==> src/rtl/pc_fetch_stage.sv <==
// ---------------------------------------------------------------------------
// pc_fetch_stage
//   Instruction-fetch stage: owns the PC register, issues instruction-memory
//   requests and fills the IF/ID pipeline register. A one-entry skid buffer
//   holds a word that the memory returned while the hazard unit was stalling.
//   That word is replayed into IF/ID when the stall releases.
//
// Ports
//   clk            : single clock, rising edge
//   rst_n          : asynchronous active-low reset
//   next_pc        : PC chosen by the upstream increment/jump selector
//   stall          : hazard unit holds PC and IF/ID
//   flush          : taken jump/branch, discards the fetched instruction
//   imem_rdata     : instruction word, valid when imem_ready=1
//   imem_ready     : memory returns data for imem_addr this cycle
//   pc             : current PC register
//   pc_plus1       : pc+1 modulo 2048 (selector increment input)
//   imem_addr      : instruction memory address (equals pc)
//   imem_req       : fetch request
//   ifid_instr     : IF/ID instruction register
//   ifid_pc_plus1  : IF/ID copy of pc+1 for the captured instruction
//   ifid_valid     : IF/ID holds a real instruction (0 = bubble)
// ---------------------------------------------------------------------------
module pc_fetch_stage #(
  parameter logic [10:0] RESET_PC = 11'h000
) (
  input  logic        clk,
  input  logic        rst_n,
  input  logic [10:0] next_pc,
  input  logic        stall,
  input  logic        flush,
  input  logic [31:0] imem_rdata,
  input  logic        imem_ready,
  output logic [10:0] pc,
  output logic [10:0] pc_plus1,
  output logic [10:0] imem_addr,
  output logic        imem_req,
  output logic [31:0] ifid_instr,
  output logic [10:0] ifid_pc_plus1,
  output logic        ifid_valid
);

  typedef enum logic [1:0] {BOOT = 2'd0, FETCH = 2'd1, HOLD = 2'd2} state_e;

  state_e      state_q, state_d;
  logic [10:0] pc_q, pc_d;
  logic [31:0] instr_q, instr_d;
  logic [10:0] ifpc1_q, ifpc1_d;
  logic        valid_q, valid_d;
  logic [31:0] skid_instr_q, skid_instr_d;
  logic [10:0] skid_pc1_q, skid_pc1_d;
  logic [10:0] pc_inc;

  // 11-bit add wraps 0x7FF -> 0x000 naturally
  assign pc_inc = pc_q + 11'd1;

  // State register
  always_ff @(posedge clk or negedge rst_n) begin
    if (!rst_n) state_q <= BOOT;
    else        state_q <= state_d;
  end

  // Next-state logic; flush overrides everything
  always_comb begin
    state_d = state_q;
    if (flush) begin
      state_d = FETCH;
    end else begin
      case (state_q)
        BOOT:    state_d = FETCH;
        FETCH:   if (stall && imem_ready) state_d = HOLD;
        HOLD:    if (!stall) state_d = FETCH;
        default: state_d = BOOT;
      endcase
    end
  end

  // Output logic: requests only go out in FETCH
  always_comb begin
    imem_req = (state_q == FETCH);
  end

  // Datapath next-state. ifid_instr / ifid_pc_plus1 keep their old contents
  // whenever a bubble is inserted; only the valid bit marks it.
  always_comb begin
    pc_d         = pc_q;
    instr_d      = instr_q;
    ifpc1_d      = ifpc1_q;
    valid_d      = valid_q;
    skid_instr_d = skid_instr_q;
    skid_pc1_d   = skid_pc1_q;
    if (flush) begin
      pc_d         = next_pc;
      valid_d      = 1'b0;
      skid_instr_d = 32'h0;
      skid_pc1_d   = 11'h0;
    end else begin
      case (state_q)
        FETCH: begin
          if (!stall) begin
            if (imem_ready) begin
              instr_d = imem_rdata;
              ifpc1_d = pc_inc;
              valid_d = 1'b1;
              pc_d    = next_pc;
            end else begin
              valid_d = 1'b0;
            end
          end else if (imem_ready) begin
            // Word arrived during a stall: park it until the stall drops
            skid_instr_d = imem_rdata;
            skid_pc1_d   = pc_inc;
          end
        end
        HOLD: begin
          if (!stall) begin
            instr_d = skid_instr_q;
            ifpc1_d = skid_pc1_q;
            valid_d = 1'b1;
            pc_d    = next_pc;
          end
        end
        default: ;
      endcase
    end
  end

  always_ff @(posedge clk or negedge rst_n) begin
    if (!rst_n) begin
      pc_q         <= RESET_PC;
      instr_q      <= 32'h0;
      ifpc1_q      <= 11'h0;
      valid_q      <= 1'b0;
      skid_instr_q <= 32'h0;
      skid_pc1_q   <= 11'h0;
    end else begin
      pc_q         <= pc_d;
      instr_q      <= instr_d;
      ifpc1_q      <= ifpc1_d;
      valid_q      <= valid_d;
      skid_instr_q <= skid_instr_d;
      skid_pc1_q   <= skid_pc1_d;
    end
  end

  assign pc            = pc_q;
  assign pc_plus1      = pc_inc;
  assign imem_addr     = pc_q;
  assign ifid_instr    = instr_q;
  assign ifid_pc_plus1 = ifpc1_q;
  assign ifid_valid    = valid_q;

endmodule

==> config.mk <==
export PLATFORM = sky130hd
export DESIGN_NAME = pc_fetch_stage
export DESIGN_NICKNAME = d
export VERILOG_FILES = /design/src/rtl/pc_fetch_stage.sv
export SDC_FILE = /design/constraint.sdc
export NUM_CORES = 1
export LEC_CHECK = 0
export CAP_MARGIN = 25
export CELL_PAD_IN_SITES_DETAIL_PLACEMENT = 0
export CELL_PAD_IN_SITES_GLOBAL_PLACEMENT = 1
export CORE_AREA = 3 3 110 112
export DETAILED_ROUTE_END_ITERATION = 10
export DIE_AREA = 0 0 113 115
export PLACE_DENSITY_LB_ADDON = 0.1
export RECOVER_POWER = 100
export SLEW_MARGIN = 0
export SYNTH_ARGS = -nofsm -noshare
export SYNTH_HDL_FRONTEND = slang
export SYNTH_SLANG_ARGS = --single-unit
==> constraint.sdc <==
create_clock -name clk -period 4.6 [get_ports clk]
set_input_delay 1.15 -clock clk [delete_from_list [all_inputs] [get_ports clk]]
set_output_delay 1.15 -clock clk [all_outputs]
set_load 0.01 [all_outputs]
# ---- Word level (Yosys, flattened, before mapping)
# Index checks and enable logic that the tools add are counted.
# W data, S select, Z words.
dict set report totals {
  out_inout_bits 78
  reg_bits 100
  elab_cells 58
}
dict set report classes {
  n_addsub 1
  reduce_logical 12
  mux 28
  bitwise_logic 1
  eq_ne 9
}
# cell n
set op_table {}
lappend op_table {{$mux W32} 6}
lappend op_table {{$mux W11} 10}
lappend op_table {{$pmux W32 S2} 1}
lappend op_table {{$pmux W11 S2} 2}
lappend op_table {{$add A11 B1 Y11 const B} 1}
lappend op_table {{$ne A3 B3 Y1 const B} 3}
lappend op_table {{$reduce_bool A2 Y1} 4}
lappend op_table {{$mux W2} 3}
lappend op_table {{$ne A2 B2 Y1 const B} 3}
lappend op_table {{$pmux W2 S3} 1}
lappend op_table {{$reduce_and A3 Y1} 2}
lappend op_table {{$reduce_and A5 Y1} 1}
lappend op_table {{$mux W1} 4}
lappend op_table {{$reduce_and A4 Y1} 1}
lappend op_table {{$ne A3 B2 Y1 const B} 1}
lappend op_table {{$reduce_bool A3 Y1} 1}
lappend op_table {{$eq A2 B1 Y1 const B} 1}
lappend op_table {{$eq A2 B2 Y1 const B} 1}
lappend op_table {{$logic_not A2 Y1} 1}
lappend op_table {{$pmux W1 S2} 1}
lappend op_table {{$reduce_and A2 Y1} 1}
lappend op_table {{$logic_and A1 B1 Y1} 1}
lappend op_table {{$not A1 Y1} 1}

# ---- Logic depth before layout (Yosys ltp)
# Gate-level depths: netlist of the first run.
dict set report depth {
  ltp_word 5
  depth_mapped 8
}

# ---- Least setup slack after synthesis of the first run
# OpenSTA, ideal clock, no wires.
dict set report synth_timing {
  path_kind {register to output}
  start {register pc_q[0] (netlist: imem_addr[0])}
  end {output pc_plus1[10]}
  t_required_ns 3.450
  setup_slack_ns 2.093
  stages_incl_launch_ff 6
  arrival_time_ns 1.357
  path_cell_list {dfrtp_1 ha_1 nand2_1 nor4_1 xnor2_1 inv_1}
}
dict set report synth_via {
  elab_chain_len 1
}
# element line_no
set synth_rtl {}
lappend synth_rtl {{start: declaration} 46} ;# logic [10:0] pc_q, pc_d;
lappend synth_rtl {{start signal: assignment} 137} ;# pc_q <= pc_d;
lappend synth_rtl {{$add A11 B1 Y11} 55} ;# assign pc_inc = pc_q + 11'd1;
lappend synth_rtl {{end: declaration} 35} ;# output logic [10:0] pc_plus1,
# No other way between the ends.

# ---- Worst setup path after layout of the first run
dict set report layout_timing {
  start {register pc_q[0] (netlist: imem_addr[0])}
  end {output pc_plus1[9]}
}
# The elaborated chain is that of the path after synthesis.

==> impl_metrics.yaml, run 1 <==
status:
  status: "finished, violations left"
  violations: "max-capacitance violations, max-slew violations"
logic_synthesis:
  yosysSeqAreaShare: 0.562
  synth_top_area_frac: 0.562
  synthMuxAreaShare: 0.115
  synth_top_cell_by_area: "dfrtp_1"
  synth_compound_area_frac: 0.156
  synth_seq_cells: 100
  yosysUniqueCellTypes: 38
  synth-edff-count: 0
  synth_area_leaders: "dfrtp_1 56%, mux2i_1 8.8%, a22o_1 7.7%"
  syn_area_mm2: 0.00446
  synth_xor_area_frac: 0.0118
  ys.flop_type: "dfrtp_1"
  synth_top_family_by_area: "compound AO/OA/AOI/OAI gates"
  yosysWarnings: 0
  synthSimpleGateAreaFrac: 0.0848
  syn_inst: 392
  synth.avg_cell_area_um2: 11.4
  synthArstFlopShare: 1.00
  synthAdderAreaFrac: 0.0168
  synth_fp_nets: 446
cells_and_area:
  diodes: 0
  area_growth_pct: 35.1
  drive_gt1_frac: 0.0675
  fin_cells: 647
  layout_commonest_cell: "dfrtp_1"
  layout_common_cells: "100 x dfrtp_1, 78 x dlygate4sd3_1, 49 x o21ai_0"
  fill_cells: 1048
  finalNetCount: 553
routing:
  drtPass1Iterations: 4
  ant_nets: 0
  vias: 3266
  drtIter0Drc: 197
  wl_mm: 10.8
  drc: 0
  via_per_inst: 5.05
  wl_per_cell_um: 16.7
global_route:
  grt_pass1_vias: 3338
  grt_pass1_wl_mm: 17.6
  overflow: 0
  grt_usage: 0.171
  grt_max_degree: 75
  antenna_found_initial: 0
cts:
  htree_levels: 3
  cts_buffers: 9
  cts_sinks: 100
  cts_max_path_buffers: 2
  clock_latency_ps: 340
  cts_setup_buffers: 0
  post_cts_resized: 0
  tritoncts: "built"
  cts_root_buf: "clkbuf_16"
  holdBufCountCts: 0
  clk_pin_slew_ps: 70
placement:
  io_buffers: 125
  place_congestion: 0.763
  dp_hpwl_mm: 7.18
  placedCellCount: 631
worst_setup_path:
  worstPathArrival_ps: 2350
  crit_required_ps: 3450
  crit_fanout: 8
  critPathLaunchType: "register"
  slowest_stage: "dlygate4sd3_1"
  cp_slowest_stage_delay_ps: 620
  critical_path_class: "register to primary output"
  path_cells: "nand3_1 -> o31a_1 -> or2_1 -> dlygate4sd3_1"
  critPathCaptureType: "primary output"
timing:
  finClkSkew_ps: 7.45
  max_freq_ghz: 0.286
  hold_viol: 0
  period_share: 0.761
  rsz0062_at_grt: "no"
  slew-limit-headroom: -0.220
  tns_ps: 0
  drv_slew: 75
  setup_viol: 0
  worst_slew_pin_slew_ps: 1830
  fin_crit_ps: 3500
die:
  die_area_mm2: 0.0130
  fp.dieW_um: 113
  floorplan.rows: 39
  die_h_um: 115
  core_mm2: 0.0113
  start_util: 0.394
  num_io_pins: 126
hold_path:
  hold_class: "register to register"
pwr:
  p_per_area_mw_per_mm2: 479
  p_leak_nw: 2.66
  peakVddDrop_mv: 0.199
flow_run:
  max_cap_viol_count: 1
cells in the mapped netlist (2+ instances only):
cell,instances
buf_4,11
clkbuf_1,7
o21ai_0,47
mux2i_1,39
nor2_1,4
nand2b_1,4
o31ai_1,2
a22o_1,39
ha_1,6
inv_1,9
o22ai_1,2
nor2b_1,3
or2_2,3
nor4_1,2
nand3_1,3
o21ai_1,3
nand2_1,47
buf_2,18
mux2_2,11
and2_1,4
a21oi_1,3
nor3_1,5
o21a_1,2
xnor2_1,5
dfrtp_1,100
sequential cells by signal, summed over array words and instances (netlist names):
name / flops
imem_addr: 11
state_q: 2
ifid_pc_plus1: 11
skid_instr_q: 32
skid_pc1_q: 11
ifid_valid: 1
ifid_instr: 32
final cells by class:
| cell class | count | area, um^2 | area share |
|---|---|---|---|
| clock buffer | 13 | 260 | 0.0432 |
| timing repair buffer | 132 | 1290 | 0.214 |
| clock inverter | 3 | 21.3 | 0.00353 |
| sequential | 100 | 2500 | 0.416 |
| inverter | 10 | 37.5 | 0.00623 |
| tap | 143 | 179 | 0.0297 |
| multi-input combinational | 246 | 1730 | 0.287 |
metal layers:
| metal | up-vias | global-route usage | wire [um] | part of all wire |
|---|---|---|---|---|
| met1 | 1566 | 0.242 | 5140 | 0.48 |
| met5 | - | 0 | 0 | 0 |
| li1 | 1585 | - | - | - |
| met3 | 10 | 0.0495 | 810 | 0.075 |
| met2 | 105 | 0.254 | 4700 | 0.44 |
| met4 | 0 | 0.0601 | 149 | 0.014 |
per-stage QoR:
stage               utilization  setup WS (ps)  instance area, um^2  hold WS (ps)  total power, W
floorplan                     -           2090                 4460           442         0.00167
global placement          0.509           1360                 5770           459         0.00229
detailed placement        0.511           1320                 5790           469         0.00230
CTS                       0.536           1100                 6070           484         0.00303
global route              0.532            578                 6020           495         0.00307
finish                    0.532           1100                 6020           476         0.00289
cells by family (layout without fill, tap and decap cells):
logic type / count (synthesis) / count (layout)
AO/OA/AOI/OAI: 104 / 104
flip-flops: 100 / 100
AND/OR/NAND/NOR: 80 / 80
multiplexers: 50 / 50
buffers and inverters: 46 / 158
adder cells (fa/ha/maj): 6 / 6
XOR/XNOR: 6 / 6
worst paths after layout:
path                                   from               end  slack, ps  cells past startpoint
hold reg to reg            ifid_pc_plus1[2]  ifid_pc_plus1[2]        480                      2
setup / recovery               imem_addr[0]       pc_plus1[9]       1100                      4
hold / removal             ifid_pc_plus1[2]  ifid_pc_plus1[2]        480                      2
max in group asynchronous             rst_n      imem_addr[7]       1170                      2
setup reg to reg                 state_q[0]  ifid_pc_plus1[2]       1490                      6
min in group asynchronous             rst_n    ifid_instr[25]       1310                      1
critical path, delay by kind of cell (launching register included):
family	cells	cell delay (ps)
simple gates	2	540
flops	1	470
buf+inv	1	620
compound gates	1	380
where the power goes:
| group | total [W] | switching [W] | internal, W |
|---|---|---|---|
| registers | 0.00124 | 0.000137 | 0.00110 |
| clock network | 0.000722 | 0.000325 | 0.000397 |
| logic | 0.000925 | 0.000444 | 0.000481 |
| total | 0.00289 | 0.000906 | 0.00198 |
Power figures use the tool's default switching activity.
==> run 2, diff against run 1 <==
- CORE_AREA: 3 3 110 112 -> 3 3 121 123
- DIE_AREA: 0 0 113 115 -> 0 0 124 126
- clock period: 4.6 -> 2.9 ns (I/O delays scaled with it)
==> run 2 against run 1 <==
Against the previous run:
- the run now ends clean
- wire length increased by 6.9%
- sequential power up 58%
- cell count increased by 7.3%
- combinational power rose by 65%
- sequential cell count stayed put
- worst hold slack worse by 1.7 ps
- count of clock-buffer cells in the layout decreased by 1
- register-to-register slack got worse by 830 ps
- non-clock buffer count grew 10
- sequential share of layout area down 1.0 points
- core utilization decreased by 8.3 points
- critical endpoint is now pc_plus1[10]
- largest power group unchanged
- highest routed layer unchanged
==> impl_metrics.yaml, run 2 (synthesis gave the netlist of run 1 again) <==
global_route:
  overflow: 0
  grt_max_degree: 45
  antenna_found_initial: 0
  grt_pass1_wl_mm: 19.1
  grt_usage: 0.157
  grt_pass1_vias: 3507
placement:
  place_congestion: 0.695
  dp_hpwl_mm: 7.76
  placedCellCount: 675
  io_buffers: 125
pwr:
  p_leak_nw: 2.71
  p_per_area_mw_per_mm2: 745
  peakVddDrop_mv: 0.301
cells_and_area:
  seq_area_mm2: 0.00251
  fin_cells: 694
  post-route-util: 0.449
  layout_common_cells: "96 x dfrtp_1, 66 x clkdlybuf4s50_1, 56 x dlygate4sd3_1"
  diodes: 0
  drive_gt1_frac: 0.101
  area_growth_pct: 38.9
  fill_cells: 1392
  finalNetCount: 563
  layout_commonest_cell: "dfrtp_1"
  multi_input_area_mm2: 0.00177
routing:
  wl_per_cell_um: 16.7
  via_per_inst: 4.87
  drc: 0
  drtPass1Iterations: 4
  drtIter0Drc: 171
  vias: 3378
  wl_mm: 11.6
  ant_nets: 0
flow_run:
  max_cap_viol_count: 0
timing:
  drv_slew: 0
  hold_viol: 0
  setup_viol: 0
  worst_slew_pin_slew_ps: 1130
  period_share: 0.954
  slew-limit-headroom: 0.244
  rsz0062_at_grt: "yes"
  max_freq_ghz: 0.362
  fin_crit_ps: 2770
  finClkSkew_ps: 6.35
cts:
  clock_latency_ps: 340
  cts_sinks: 100
  clk_pin_slew_ps: 60
  htree_levels: 3
  tritoncts: "built"
  cts_max_path_buffers: 2
  cts_buffers: 9
  holdBufCountCts: 0
  cts_root_buf: "clkbuf_16"
die:
  die_h_um: 126
  core_mm2: 0.0138
  die_area_mm2: 0.0156
  start_util: 0.323
  fp.dieW_um: 124
  num_io_pins: 126
  floorplan.rows: 43
hold_path:
  hold_class: "register to register"
worst_setup_path:
  crit_fanout: 8
  critical_path_class: "register to primary output"
  critPathLaunchType: "register"
  crit_required_ps: 2170
  worstPathArrival_ps: 2040
  critPathCaptureType: "primary output"
status:
  status: "complete, no violations"
## run 2: worst paths after layout
check | slack [ps] | end | cells after the start | start
max in group asynchronous | 680 | imem_addr[6] | 2 | rst_n
min reg2reg | 470 | ifid_pc_plus1[4] | 2 | ifid_pc_plus1[4]
max reg2reg | 660 | ifid_instr[23] | 6 | state_q[0]
min | 470 | ifid_pc_plus1[4] | 2 | ifid_pc_plus1[4]
min in group asynchronous | 590 | ifid_instr[24] | 1 | rst_n
max | 130 | pc_plus1[10] | 5 | imem_addr[4]
## run 2: stage by stage
step | total power [W] | cell area, um^2 | setup TNS, ps | worst slack [ps] | hold slack, ps
2_1_floorplan | 0.00266 | 4460 | 0 | 818 | 429
6_report | 0.00461 | 6190 | 0 | 134 | 474
4_1_cts | 0.00484 | 6190 | 0 | 16.0 | 395
3_5_place_dp | 0.00369 | 5910 | 0 | 325 | 463
3_3_place_gp | 0.00367 | 5910 | 0 | 352 | 457
5_1_grt | 0.00494 | 6190 | -5.39 | -3.24 | 490
## run 2: worst max-delay path, cell delays in order, from the launching register on
cell,delay (ps)
dfrtp_1,480
nand3_4,170
nor4_2,320
xnor2_1,130
inv_1,60
clkdlybuf4s50_1,530
## run 2: where the power goes
| group | leakage, nW | switching (W) | internal (W) | total [W] |
|---|---|---|---|---|
| Sequential | 1.28 | 0.000215 | 0.00175 | 0.00196 |
| Combinational | 1.30 | 0.000723 | 0.000807 | 0.00153 |
| Clock | 0.129 | 0.000515 | 0.000603 | 0.00112 |
| Total | 2.71 | 0.00145 | 0.00316 | 0.00461 |
## run 2: cell type report
type | count | share of cell area
clock inverter | 4 | 0.00404
clock buffer | 12 | 0.0398
multi-input combinational | 246 | 0.286
inverter | 10 | 0.00607
tap | 180 | 0.0364
sequential | 100 | 0.405
timing repair buffer | 142 | 0.223
## run 2: what timing repair did
item,4_1_cts,5_1_grt
resized for setup,2,9
pin swaps,0,3
endpoints found under the setup margin,2,6
setup buffers,0,3
## run 2: metal layers
metal  routed length (um)  vias up  share of wire  GRT usage
li1                     -     1611              -          -
met1                 5520     1659           0.48      0.223
met2                 5180       96           0.45      0.232
met3                  678       12          0.059     0.0395
met4                  188        0          0.016     0.0561
met5                    0        -              0          0
==> run 3, diff against run 2 <==
- CAP_MARGIN: 25 -> 20
- HOLD_SLACK_MARGIN: unset -> 0.03
==> results of run 3 <==
Final layout, timing and power as in run 2 (identical DEF).
